===== config.mk =====
export PLATFORM = sky130hd
export DESIGN_NAME = z16_fetch_unit
export DESIGN_NICKNAME = d
export VERILOG_FILES = /design/src/rtl/z16_pkg.sv /design/src/rtl/z16_fetch_fifo.sv /design/src/rtl/z16_fetch_unit.sv
export SDC_FILE = /design/constraint.sdc
export NUM_CORES = 1
export LEC_CHECK = 0
export ABC_AREA = 1
export BUFFER_PORTS_ARGS = -buffer_cell sky130_fd_sc_hd__buf_2
export CAP_MARGIN = 5
export CORE_UTILIZATION = 25
export CTS_CLUSTER_SIZE = 25
export DETAILED_ROUTE_END_ITERATION = 8
export PLACE_DENSITY = 0.46
export SKIP_CTS_REPAIR_TIMING = 1
export SYNTH_ARGS = -nofsm -noshare
export SYNTH_HDL_FRONTEND = slang
export SYNTH_SLANG_ARGS = --single-unit

===== constraint.sdc =====
create_clock -name i_clk -period 4.6 [get_ports i_clk]
set_input_delay 0.23 -clock i_clk [delete_from_list [all_inputs] [get_ports i_clk]]
set_output_delay 0.23 -clock i_clk [all_outputs]
set_load 0.02 [all_outputs]

===== src/rtl/z16_pkg.sv =====
// z16_pkg: shared fetch state encoding and datapath widths
package z16_pkg;
   localparam int Z16_INSTR_W = 16;
   localparam int Z16_ADDR_W  = 16;
   localparam logic [Z16_ADDR_W-1:0] Z16_PC_INC = 16'd2;
   typedef enum logic [1:0] {IDLE, WAIT_GNT, WAIT_RSP, WAIT_DROP} fetch_state_e;
endpackage


===== src/rtl/z16_fetch_fifo.sv =====
// z16_fetch_fifo: 2-entry in-order buffer of {instr, pc}, head always in e0_q
module z16_fetch_fifo
   import z16_pkg::*;
(
   input  logic                               i_clk,
   input  logic                               i_rst_n,
   input  logic                               i_push,
   input  logic                               i_pop,
   input  logic                               i_flush,
   input  logic [Z16_INSTR_W+Z16_ADDR_W-1:0]  i_data,
   output logic [Z16_INSTR_W+Z16_ADDR_W-1:0]  o_data,
   output logic [1:0]                         o_count
);
   logic [Z16_INSTR_W+Z16_ADDR_W-1:0] e0_q, e0_d, e1_q, e1_d;
   logic [1:0] cnt_q, cnt_d, after_pop;
   logic pop;

   always_comb begin
      pop       = i_pop & ~i_flush;
      after_pop = cnt_q - {1'b0, pop};
      e0_d      = pop ? ((i_push && cnt_q == 2'd1) ? i_data : e1_q)
                      : ((i_push && cnt_q == 2'd0) ? i_data : e0_q);
      e1_d      = (i_push && after_pop == 2'd1) ? i_data : e1_q;
      cnt_d     = i_flush ? 2'd0 : after_pop + {1'b0, i_push};
   end

   always_ff @(posedge i_clk) begin
      if (!i_rst_n) begin
         e0_q  <= '0;
         e1_q  <= '0;
         cnt_q <= '0;
      end else begin
         e0_q  <= e0_d;
         e1_q  <= e1_d;
         cnt_q <= cnt_d;
      end
   end

   assign o_data  = e0_q;
   assign o_count = cnt_q;
endmodule


===== src/rtl/z16_fetch_unit.sv =====
// z16_fetch_unit: single-outstanding instruction fetch FSM feeding a 2-entry decode buffer
module z16_fetch_unit
   import z16_pkg::*;
#(
   parameter logic [Z16_ADDR_W-1:0] RESET_PC = 16'h0000
) (
   input  logic                   i_clk,
   input  logic                   i_rst_n,
   output logic                   o_imem_req,
   output logic [Z16_ADDR_W-1:0]  o_imem_addr,
   input  logic                   i_imem_gnt,
   input  logic                   i_imem_rvalid,
   input  logic [Z16_INSTR_W-1:0] i_imem_rdata,
   input  logic                   i_redirect,
   input  logic [Z16_ADDR_W-1:0]  i_redirect_pc,
   output logic                   o_valid,
   output logic [Z16_INSTR_W-1:0] o_instr,
   output logic [Z16_ADDR_W-1:0]  o_pc,
   input  logic                   i_ready
);
   fetch_state_e                         state_q;
   logic [Z16_ADDR_W-1:0]                pc_q;
   logic [Z16_INSTR_W+Z16_ADDR_W-1:0]    head;
   logic [1:0]                           count, cnt_nxt;
   logic                                 gnt, push, pop, cnt_ok;

   assign gnt     = o_imem_req & i_imem_gnt;
   assign push    = (state_q == WAIT_RSP) & i_imem_rvalid & ~i_redirect;
   assign pop     = o_valid & i_ready;
   assign cnt_nxt = count + {1'b0, push} - {1'b0, pop};
   assign cnt_ok  = cnt_nxt < 2'd2;
   assign o_valid = count != 2'd0;
   assign {o_instr, o_pc} = head;

   z16_fetch_fifo u_fifo (
      .i_clk   (i_clk),
      .i_rst_n (i_rst_n),
      .i_push  (push),
      .i_pop   (pop),
      .i_flush (i_redirect),
      .i_data  ({i_imem_rdata, o_imem_addr}),
      .o_data  (head),
      .o_count (count)
   );

   // request is decided one edge ahead so o_imem_req is purely registered
   always_ff @(posedge i_clk) begin
      if (!i_rst_n) begin
         state_q     <= IDLE;
         pc_q        <= RESET_PC & 16'hFFFE;
         o_imem_req  <= 1'b0;
         o_imem_addr <= '0;
      end else begin
         if (i_redirect) pc_q <= i_redirect_pc & 16'hFFFE;
         else if (gnt) pc_q <= o_imem_addr + Z16_PC_INC;
         case (state_q)
            IDLE: if (!i_redirect && cnt_ok) begin
               state_q     <= WAIT_GNT;
               o_imem_req  <= 1'b1;
               o_imem_addr <= pc_q;
            end
            WAIT_GNT: if (i_redirect || gnt) begin
               o_imem_req <= 1'b0;
               state_q    <= gnt ? (i_redirect ? WAIT_DROP : WAIT_RSP) : IDLE;
            end
            WAIT_RSP: if (i_redirect) state_q <= i_imem_rvalid ? IDLE : WAIT_DROP;
            else if (i_imem_rvalid) begin
               state_q     <= cnt_ok ? WAIT_GNT : IDLE;
               o_imem_req  <= cnt_ok;
               o_imem_addr <= cnt_ok ? pc_q : o_imem_addr;
            end
            WAIT_DROP: if (i_imem_rvalid) state_q <= IDLE;
         endcase
      end
   end
endmodule


Word-level counts from Yosys, hierarchy flattened
Cells that the tools add are included.

Register bits: 101. Output and inout port bits: 50.

Add/subtract/negate cells: 5. Order comparisons: 1. Equal/unequal tests: 12. Mux-type cells: 25. Bitwise gates (word level): 7. Reductions and logical operators: 17.

Operators with widths (number): $mux 16 (6); $mux 32 (3); $pmux 16 s2 (1); $add 16x2->16 const B (1); $mux 2 (7); $ne 2x2->1 const B (6); $reduce_and 5->1 (2); $pmux 2 s4 (1); $reduce_bool 2->1 (4); $eq 2x1->1 const B (3); $mux 1 (6); $and 1x1->1 (5); $add 2x1->2 (2); $eq 2x2->1 const B (2); $logic_and 1x1->1 (4); $logic_not 2->1 (2); $reduce_and 4->1 (1); $sub 2x1->2 (2); $ne 3x3->1 const B (1); $pmux 1 s3 (1); $reduce_bool 3->1 (1); $lt 2x2->1 const B (1); $not 1->1 (2); $reduce_or 2->1 (1); other kinds (2) (2).

Depth between registers and ports, before layout
Depth after elaboration: 10. Gate-level depth with buffers: 12. Gate-level depth less buffers: 12.

By module
Synthesis repeated with hierarchy kept, for this count alone.

Cell total of the unflattened synthesis: 775. Area total of the unflattened synthesis: 5049.8 sq um.

Modules (own cells, without submodules): z16_fetch_fifo (instances 1, cells an instance 483, area an instance 3125.5 sq um, sequential area each 1321.3 sq um); z16_fetch_unit (instances 1, cells an instance 292, area an instance 1924.3 sq um, sequential area each 700.7 sq um).

Worst setup path before layout
No wires, ideal clock.

Path kind: register to register. Start: reg u_fifo.cnt_q[1] (netlist: u_fifo.o_count[1]). End: reg o_imem_addr[10]. Library setup time: 0.118 ns. Data arrival time: 1.622 ns. Slack: 2.860 ns. Stages on the path, launching flop included: 11. Path buffers: 1. Cells stage by stage: dfxtp_1 nor2_1 nor2_1 ha_1 inv_1 nand3_1 nand2_1 nand3_4 buf_2 nor3_1 nor2_1.

Cells in the longest elaborated chain, start to end: 7. Elaborated cells between the ends (all ways): 9.

Ends and longest elaborated chain: start, declared (line z16_fetch_fifo.sv:15) `logic [1:0] cnt_q, cnt_d, after_pop;`; start signal, assigned (line z16_fetch_fifo.sv:35) `cnt_q <= cnt_d;`; branches (longest 2 deep; another with $add 2x1->2); $sub 2x1->2 (*) (line z16_fetch_unit.sv:30) `assign cnt_nxt = count + {1'b0, push} - {1'b0, pop};`; $lt 2x2->1 (*) (line z16_fetch_unit.sv:31) `assign cnt_ok = cnt_nxt < 2'd2;`; $logic_and 1x1->1 (line z16_fetch_unit.sv:57) `IDLE: if (!i_redirect && cnt_ok) begin`; $ne 2x2->1 (no source line); $reduce_and 5->1 (no source line) (*); end signal, assigned (line z16_fetch_unit.sv:60) `o_imem_addr <= pc_q;`; end signal, assigned (line z16_fetch_unit.sv:70) `o_imem_addr <= cnt_ok ? pc_q : o_imem_addr;`; end, declared (line z16_fetch_unit.sv:10) `output logic [Z16_ADDR_W-1:0] o_imem_addr,`.

Mark *: on every way between the ends. A chain may end at the register's enable or synchronous reset.

Worst setup path in the final report
Start: reg u_fifo.cnt_q[1] (netlist: u_fifo.o_count[1]). End: reg u_fifo.e1_q[9].

Cells in the longest elaborated chain, start to end: 6.

Ends and longest elaborated chain: $reduce_bool 2->1 (line z16_fetch_unit.sv:32) `assign o_valid = count != 2'd0;`; $and 1x1->1 (line z16_fetch_unit.sv:29) `assign pop = o_valid & i_ready;`; $and 1x1->1 (line z16_fetch_fifo.sv:19) `pop = i_pop & ~i_flush;`; $sub 2x1->2 (*) (line z16_fetch_fifo.sv:20) `after_pop = cnt_q - {1'b0, pop};`; $eq 2x1->1 (*) (line z16_fetch_fifo.sv:23) `e1_d = (i_push && after_pop == 2'd1) ? i_data : e1_q;`; $logic_and 1x1->1 (*) (line z16_fetch_fifo.sv:23); end signal, assigned (line z16_fetch_fifo.sv:30) `e1_q <= '0;`; end signal, assigned (line z16_fetch_fifo.sv:34) `e1_q <= e1_d;`; end, declared (line z16_fetch_fifo.sv:14) `logic [Z16_INSTR_W+Z16_ADDR_W-1:0] e0_q, e0_d, e1_q, e1_d;`.

Mark *: on every way between the ends. The rest lies on a longest branch, timed or not.

==> results.ini <==
[outcome]
outcome = finished clean

[worst_hold_path]
hp-class = in2reg
whs_path_depth = 3
worst_hold_path.endpoint = u_fifo.e1_q[28]
min_from = i_imem_rdata[12]

[worst_setup_path]
rrSetupSlack_ns = 2.18
cp-startpoint = u_fifo.o_count[1]
critPathKind = reg2reg
timing.rr.start = u_fifo.o_count[1]
crit_arrival_ns = 2.70
cp.required_ns = 4.87
crit_buf_inv = 1
cp.depth = 8
cp-start-kind = register
crit_chain = nor2_1 > nor3_2 > ha_1 > xnor2_1 > nand3_1 > inv_2 > o21ai_0 > a21oi_1
cpLargestDelayFamily = buffers and inverters
max_stage_delay_ns = 0.73
reg2reg_depth = 8
end_kind = register
slowest_stage = inv_2
reg2reg_to = u_fifo.e1_q[9]
cp_max_fo = 64

[layout]
design_area_um2 = 5280
diodes = 0
fin_nets = 707
area_growth_pct = 19.1
drive_above_1_share_pct = 17.6
stdcell_count = 895

[placed_design]
place_area_um2 = 4980
portBuffers = 86
gp_congestion = 0.901
dp.cells = 879
dpl_worst_slack_ns = 2.06
hpwlAfterDp_um = 8090

[global_routing]
gr-total-overflow = 0
grt.total_usage_pct = 13.9
first_global_vias = 3925
grt_pass1_wl_um = 19700
grt_max_degree = 85
antenna_found_initial = 0

[logic_synthesis]
yosys-top-cells-count = dfxtp_1 (101), nand2_1 (91), o21ai_0 (82)
syn-num-nets = 643
synth-xor-area-share_pct = 0.198
async_flop_share_pct = 0
synth_cell_type_count = 30
synth_top_family_by_area = compound AO/OA/AOI/OAI gates
ys.flop_type = dfxtp_1
yosysMostFrequentCell = dfxtp_1
yosysTopAreaCellShare_pct = 45.6
synth_top_cell_by_area = dfxtp_1
synth-edff-count = 0
ys_ff_latch = 101
seq_area_frac_synth_pct = 45.6
synth_adder_area_share_pct = 1.13
synth_compound_area_share_pct = 25.6
synth_top_cells_by_area = dfxtp_1 (46%), o21ai_0 (9.3%), a21oi_1 (8.5%), nand2_1 (7.7%), inv_1 (4.8%)
muxShareOfSynthArea_pct = 0
netlist_instances = 601
synthSimpleGateAreaFrac_pct = 18.3
syn-cell-area_um2 = 4430
ys.warnings.count = 0
avgSynthCellArea_um2 = 7.38

[die]
die_w_um = 135
die_y_um = 135
ios = 88
initial_utilization_pct = 25.6
num_rows = 48
die-area_um2 = 18300
core_area_um2 = 17300

[sta]
whs_ns = 0.135
rsz0062_at_grt = false
fin_crit_sh_pct = 52.7
setup_viol = 0
finalMaxSlewViolations = 0
worstMarginPinSlew_ns = 1.09
maxSlewHeadroom_pct = 26.8
setup_ws_ns = 2.18
skew_ns = 0.00711
period_needed_ns = 2.42
hold_viol_final = 0
tns_ns = 0
fmax_ghz = 0.413

[drt]
postRouteWirelength_um = 12400
viasPerCell = 4.61
avgRoutedWirePerCell_um = 13.8
num_vias = 4127
final_antenna_net_count = 0
drcViolationCount = 0
dr.pass1.iters = 4
drtIter0Drc = 155

[cts]
clock_path_buffers = 2
root_buffer = clkbuf_16
cts.sinks = 101
cts_made_buffers = 9
insertion_delay_ns = 0.35
cts_tree = yes
clk_pin_slew_ns = 0.07
ctsHtreeMaxLevel = 3

[pwr]
power_density_nw_per_um2 = 361
p_leak_nw = 2.45
ir_drop_uv = 198

[flow_run]
cap_violations = 0

==> where the power goes <==
group | leakage, nW | switching (mW) | total (mW) | internal, mW
sequential | 0.820 | 0.0299 | 0.933 | 0.903
clock | 0.145 | 0.345 | 0.759 | 0.414
combinational | 1.48 | 0.143 | 0.214 | 0.0717
total | 2.45 | 0.517 | 1.91 | 1.39
==> layout make-up <==
cell class,count,area (µm²)
multi-input combinational,404,2010
clock buffer,12,267
timing repair buffer,88,445
clock inverter,4,30.0
inverter,61,229
sequential,101,2020
fill,1895,12000
tap,225,282
==> worst register-to-register path, delay by kind of cell (launching register included) <==
family | cells | cell delay (ns)
AOI/OAI and AO/OA | 2 | 0.37
buffers and inverters | 1 | 0.73
DFF | 1 | 0.35
and+or+nand+nor | 3 | 0.44
xor gates and xnor gates | 1 | 0.25
adders and majority gates | 1 | 0.21
==> layout by cell type (no fill, tap or decap), drive strengths merged <==
cell type / instances
a21oi: 75
a22o: 6
a31oi: 9
and3: 1
buf: 88
clkbuf: 12
clkinv: 2
clkinvlp: 1
dfxtp: 101
ha: 4
inv: 62
nand2: 93
nand3: 25
nand4: 5
nor2: 38
nor3: 21
o211ai: 2
o21ai: 122
o21bai: 1
o22ai: 1
xnor2: 1
==> per-layer routing <==
| layer | wire length, µm | track usage (%) | up-vias |
|---|---|---|---|
| li1 | - | - | 2158 |
| met1 | 6010 | 17.5 | 1878 |
| met2 | 5730 | 23.4 | 83 |
| met3 | 530 | 3.89 | 8 |
| met4 | 112 | 3.12 | 0 |
| met5 | 0 | 0 | - |
==> worst max-delay path by stage <==
| stage | to | slack, ns |
|---|---|---|
| 2_1_floorplan | o_imem_addr[10] | 2.86 |
| 3_3_place_gp | u_fifo.e1_q[10] | 2.12 |
| 3_5_place_dp | u_fifo.e1_q[4] | 2.06 |
| 4_1_cts | u_fifo.e1_q[4] | 2.18 |
| 5_1_grt | u_fifo.e1_q[9] | 1.88 |
| 6_report | u_fifo.e1_q[9] | 2.18 |
==> flip-flops by register name, summed over array words and instances, names as in the netlist <==
signal	flops
state_q	2
u_fifo.o_count	2
u_fifo.o_data	32
u_fifo.e1_q	32
o_imem_req	1
pc_q	16
o_imem_addr	16
==> cells by family after synthesis <==
| group | Yosys count |
|---|---|
| compound gates | 216 |
| xor+xnor | 1 |
| fa+ha+maj | 4 |
| buf+inv | 96 |
| flops | 101 |
| simple gates | 183 |
==> metrics by stage <==
| step | util [%] | total power [mW] |
|---|---|---|
| 2_1_floorplan | - | 1.09 |
| 3_3_place_gp | 28.8 | 1.17 |
| 3_5_place_dp | 28.8 | 1.17 |
| 4_1_cts | 30.5 | 1.94 |
| 5_1_grt | 30.5 | 2.00 |
| 6_report | 30.5 | 1.91 |
Note: power is estimated with default switching activity, not from simulation.
